[config.mk]
export PLATFORM = sky130hd
export DESIGN_NAME = pulse_gen
export DESIGN_NICKNAME = d
export VERILOG_FILES = /design/src/rtl/pulse_gen_pkg.sv /design/src/rtl/pulse_gen.sv
export SDC_FILE = /design/constraint.sdc
export NUM_CORES = 1
export LEC_CHECK = 0
export BUFFER_PORTS_ARGS = -buffer_cell sky130_fd_sc_hd__buf_2
export CAP_MARGIN = 20
export CELL_PAD_IN_SITES_DETAIL_PLACEMENT = 0
export CELL_PAD_IN_SITES_GLOBAL_PLACEMENT = 1
export CORE_MARGIN = 5
export CORE_UTILIZATION = 40
export CTS_CLUSTER_DIAMETER = 100
export DETAILED_ROUTE_END_ITERATION = 6
export PLACE_DENSITY = 0.72
export SLEW_MARGIN = 15
export SYNTH_ARGS = -nofsm -noshare
export SYNTH_HDL_FRONTEND = slang
export SYNTH_SLANG_ARGS = --single-unit
[constraint.sdc]
create_clock -name clk -period 3.4 [get_ports clk]
set_input_delay 0.34 -clock clk [delete_from_list [all_inputs] [get_ports clk]]
set_output_delay 0.34 -clock clk [all_outputs]
set_load 0.05 [all_outputs]
[src/rtl/pulse_gen_pkg.sv]
// Shared definitions for pulse_gen: FSM state encoding, the sampled request record
// and the minimum-length clamp applied to both pulse phases.
package pulse_gen_pkg;

    // Request fields are held at a fixed wide width; pulse_gen narrows them to CNT_W.
    localparam int unsigned PG_REQ_W = 32;

    typedef enum logic [1:0] {
        PG_IDLE,
        PG_HIGH,
        PG_LOW
    } pg_state_t;

    typedef struct packed {
        logic [PG_REQ_W-1:0] width;
        logic [PG_REQ_W-1:0] gap;
    } pg_req_t;

    function automatic logic [PG_REQ_W-1:0] pg_clamp(
        input logic [PG_REQ_W-1:0] len,
        input int unsigned         min_len
    );
        logic [PG_REQ_W-1:0] floor_len;
        floor_len = PG_REQ_W'(min_len);
        return (len < floor_len) ? floor_len : len;
    endfunction

endpackage

[src/rtl/pulse_gen.sv]
// Strobe-to-pulse generator with guaranteed minimum high/low widths.
// Define PULSE_GEN_QUEUE_EN to add a one-deep request buffer; ports are unchanged.
module pulse_gen
    import pulse_gen_pkg::*;
#(
    parameter int unsigned CNT_W   = 8,
    parameter int unsigned MIN_LEN = 2
) (
    input  logic             clk,
    input  logic             rst_n,
    input  logic             start,
    input  logic [CNT_W-1:0] width,
    input  logic [CNT_W-1:0] gap,
    output logic             signal,
    output logic             busy,
    output logic             done,
    output logic             drop
);

    pg_state_t        state;
    pg_state_t        state_nx;
    logic [CNT_W-1:0] cnt;
    logic [CNT_W-1:0] cnt_nx;
    logic [CNT_W-1:0] gap_q;
    logic [CNT_W-1:0] gap_nx;
    logic             done_nx;
    logic             drop_nx;
    logic             cnt_last;
    logic             req_nz;
    pg_req_t          req;

`ifdef PULSE_GEN_QUEUE_EN
    pg_req_t          buf_q;
    pg_req_t          buf_nx;
    logic             buf_valid;
    logic             buf_valid_nx;
    logic             store;
`endif

    function automatic logic [CNT_W-1:0] phase_len(input logic [PG_REQ_W-1:0] len);
        return CNT_W'(pg_clamp(len, MIN_LEN));
    endfunction

    assign req      = {PG_REQ_W'(width), PG_REQ_W'(gap)};
    assign req_nz   = (width != '0);
    assign cnt_last = (cnt <= CNT_W'(1));

    always_comb begin
        state_nx = state;
        cnt_nx   = cnt;
        gap_nx   = gap_q;
        done_nx  = 1'b0;
        drop_nx  = 1'b0;

`ifdef PULSE_GEN_QUEUE_EN
        buf_nx       = buf_q;
        buf_valid_nx = buf_valid;
        store        = start && (state != PG_IDLE) && !buf_valid && req_nz;
        if (store) begin
            buf_nx       = req;
            buf_valid_nx = 1'b1;
        end
        if (start && (state != PG_IDLE) && !store) begin
            drop_nx = 1'b1;
        end
`else
        if (start && (state != PG_IDLE)) begin
            drop_nx = 1'b1;
        end
`endif

        case (state)
            PG_IDLE: begin
                if (start) begin
                    if (req_nz) begin
                        state_nx = PG_HIGH;
                        cnt_nx   = phase_len(req.width);
                        gap_nx   = CNT_W'(req.gap);
                    end else begin
                        drop_nx = 1'b1;
                    end
                end
            end
            PG_HIGH: begin
                if (cnt_last) begin
                    state_nx = PG_LOW;
                    cnt_nx   = phase_len(PG_REQ_W'(gap_q));
                    done_nx  = 1'b1;
                end else begin
                    cnt_nx = cnt - CNT_W'(1);
                end
            end
            PG_LOW: begin
                if (cnt_last) begin
`ifdef PULSE_GEN_QUEUE_EN
                    // A request stored in this very cycle launches directly
                    // instead of passing through an idle cycle.
                    if (buf_valid) begin
                        state_nx     = PG_HIGH;
                        cnt_nx       = phase_len(buf_q.width);
                        gap_nx       = CNT_W'(buf_q.gap);
                        buf_valid_nx = 1'b0;
                    end else if (store) begin
                        state_nx     = PG_HIGH;
                        cnt_nx       = phase_len(req.width);
                        gap_nx       = CNT_W'(req.gap);
                        buf_valid_nx = 1'b0;
                    end else begin
                        state_nx = PG_IDLE;
                        cnt_nx   = '0;
                    end
`else
                    state_nx = PG_IDLE;
                    cnt_nx   = '0;
`endif
                end else begin
                    cnt_nx = cnt - CNT_W'(1);
                end
            end
            default: begin
                state_nx = PG_IDLE;
                cnt_nx   = '0;
            end
        endcase
    end

    always_ff @(posedge clk or negedge rst_n) begin
        if (!rst_n) begin
            state  <= PG_IDLE;
            cnt    <= '0;
            gap_q  <= '0;
            signal <= 1'b0;
            busy   <= 1'b0;
            done   <= 1'b0;
            drop   <= 1'b0;
        end else begin
            state  <= state_nx;
            cnt    <= cnt_nx;
            gap_q  <= gap_nx;
            signal <= (state_nx == PG_HIGH);
            busy   <= (state_nx != PG_IDLE);
            done   <= done_nx;
            drop   <= drop_nx;
        end
    end

`ifdef PULSE_GEN_QUEUE_EN
    always_ff @(posedge clk or negedge rst_n) begin
        if (!rst_n) begin
            buf_q     <= '0;
            buf_valid <= 1'b0;
        end else begin
            buf_q     <= buf_nx;
            buf_valid <= buf_valid_nx;
        end
    end
`endif

endmodule

==> results.md <==
* Core area at 3030 um^2
* Design area at 1450 um^2
* Final setup fails at 0
* Worst-Margin Slew at slightly above 0.5 ns
* Worst Path Max Fanout at 8
* Top-Level Pins at 23
* Worst path required time at 3.60 ns
* Final Hold Vio Count at 0
* Mux cell area share after synthesis at 0.0815
* Final core occ at 0.479
* Clk_lat worst skew at around 0.31 ns
* Met2 Wirelength at 1380 um
* Tot GR Track Use at 0.148
* Post-DRT Antenna Nets at 0
* Site row count at 20
* Post-Synth Adder-Cell Area at 0.0201
* Finished Layout Cells at 198
* Synth Instances at 132
* Fin. max-slew vios at 0
* XOR/XNOR Fraction of Synth Area at 0.0141
* Synthesized cell area at 1240 um^2
* Die H at ~66 um
* WP buf/inv at 0
* Met1 WL at 1370 um
* Drt first pass iters at 4
* Outcome: finished, final reports clean
* Crit. End Element: flip-flop
* Worst-case clock buffer depth at 2
* Worst min path class: in2reg
* Routed vias/inst at about 5.4
* Netlist cell types at 40
* Initial DRC count at 88
* Tot Pwr at 486 uW
* Max Cap Viol at 0
* Critical path type: reg2reg
* Die span in x at 65.8 um
* Commonest cells after routing, fill and taps aside: dfrtp_1 (22), buf_2 (22), nand2_1 (15), nor2_1 (11), mux2_2 (9)
* Tmin final at 2.22 ns
* Worst VDD drop at just over 0.0002 V
* Max Freq at 0.451 GHz
* Reg clk slew, reported paths at 0.13 ns
* Filler instances at a little over 300
* Vias in the first global route at 1086
* GRT overflow at 0
* Setup_tns at 0 ns
* # diodes at 0
* Post-CTS Resized at 0
* DRT Wirelength at between 2000 and 3000 um
* Inserted Clock Buffers at 3
* Clock sink count at 22
* I/O Buffers at 22
* Worst Path Arrival at around 2.4 ns
* Synth Area in Compound Gates at 0.213
* DP HPWL at 2260 um
* Placed Area at roughly 1400 um^2
* Clock root buffer master: clkbuf_4
* Seq/Total Area, Yosys at 0.443
* DR vias at approximately 1100
* DIE AREA at approximately 4300 um^2
* Unrepaired setup endpoints after global routing: no
* Slowest cell on the critical path: or4_4
* Largest net degree at the start of global routing at 23
* Post-Synth Simple-Gate Area at 0.196
* Pwr Density at 335 nW/um^2
* Leakage power at 0.660 nW
* Avg WL per Cell at 14.8 um
* #FFs+latches synth at 22
* CTS tree: done
* YS warnings at 0
* Final nets at 176
* CTS H-tree lvls at 1
* CP Launch Type: flip-flop
* Max_slew headroom at 0.658
* RePlAce Congestion at around 0.95
* Drt drc at 0
* Synth-to-layout area growth at 16.6%
* Initial antenna violation count at 0
* Worst Clk Skew at 0.00563 ns
* Cells along the critical path: or4_4 > or3_1 > o31a_1 > a32o_1
* Syn avg cell area at 9.42 um^2
* Share of post-route cells with drive strength above 1 at 0.247
* Max incr delay on CP at roughly 0.57 ns
* Initial Utilization at 0.411
* Met3 wire length at approximately 170 um
* Fin crit share at 0.652
* Uppermost routed layer: met4
* Largest family of logic cells by synthesized area: compound AO/OA/AOI/OAI gates
* Worst path top cell family by delay: simple AND/OR/NAND/NOR gates
* Syn Nets at 153
* First-pass GRT wire length at 5000 um
* Placed cells at 193
==> logic make-up (layout without fill, tap and decap cells) <==
group           after synthesis  count (layout)
simple gates                 49              49
compound gates               38              38
flops                        22              22
buf+inv                      10              32
mux                           9               9
fa+ha+maj                     2               2
xor+xnor                      2               2
==> metal layers <==
layer,up-vias,GRT usage
met5,-,0
met2,34,0.239
met1,499,0.206
met4,0,0.0440
li1,538,-
met3,2,0.0188
==> path summary, 6_finish.rpt <==
| check | start | to | slack (ns) | cells after the start |
|---|---|---|---|---|
| min in group asynchronous | rst_n | gap_q[7] | 0.51 | 2 |
| worst max-delay path | cnt[4] | cnt[3] | 1.18 | 4 |
| worst min register to register | gap_q[0] | gap_q[0] | 0.55 | 1 |
| worst max register to register | cnt[4] | cnt[3] | 1.18 | 4 |
| max in group asynchronous | rst_n | cnt[3] | 2.55 | 2 |
| worst min-delay path | gap[6] | gap_q[6] | 0.25 | 2 |
==> cells in the mapped netlist, drive strengths merged <==
library cell,number,area share
o2bb2ai,2,0.014
o221ai,1,0.0070
and2,1,0.0050
dfrtp,22,0.44
or3,1,0.0050
nor2b,1,0.0050
o22ai,1,0.0050
o31ai,1,0.010
a21oi,5,0.020
or4,5,0.033
or2,1,0.0050
o22a,1,0.0070
o21a,1,0.0060
buf,2,0.0080
inv,5,0.015
nand2,15,0.045
a22oi,2,0.012
ha,2,0.020
nand3b,1,0.0060
xor2,1,0.0070
nor3b,1,0.0060
nor3,4,0.016
xnor2,1,0.0070
o32ai,1,0.0070
clkbuf,3,0.0091
o21ai,12,0.048
a22o,3,0.021
nor2,11,0.033
a221o,1,0.0080
a2bb2oi,2,0.014
a32o,1,0.0080
o311ai,1,0.0070
nand3,4,0.016
o211ai,1,0.0060
a31oi,1,0.0050
o31a,1,0.0070
mux2,9,0.081
nor4,4,0.020
==> state kept, by name (all words and copies together), names as in the netlist <==
register,flops
busy,1
state,2
gap_q,8
cnt,8
done,1
drop,1
signal,1
==> per-stage QoR <==
stage	hold slack [ns]	setup slack [ns]
2_1_floorplan	0.0444	1.35
3_3_place_gp	0.324	1.21
3_5_place_dp	0.334	1.23
4_1_cts	0.244	1.19
5_1_grt	0.240	1.08
6_report	0.253	1.18
==> where the power goes <==
part | switching, mW | total [mW] | leakage (nW) | internal (mW)
clock network | 0.0810 | 0.200 | 0.0279 | 0.119
logic | 0.0138 | 0.0236 | 0.352 | 0.00982
registers | 0.000120 | 0.262 | 0.280 | 0.262
total | 0.0949 | 0.486 | 0.660 | 0.391
==> layout make-up <==
cell class                 count  area, um^2  share of cell area
clock buffer                   3        22.5              0.0155
multi-input combinational    100         653               0.450
inverter                       5        18.8              0.0129
timing repair buffer          23         120              0.0828
tap                           44        55.1              0.0380
clock inverter                 1        30.0              0.0207
sequential                    22         551               0.380
==> timing repair <==
item / in CTS / in global routing
buffers inserted: 0 / 0
hold endpoints to repair: 22 / 0
hold buffers: 1 / 0
Power figures use the tool's default switching activity.
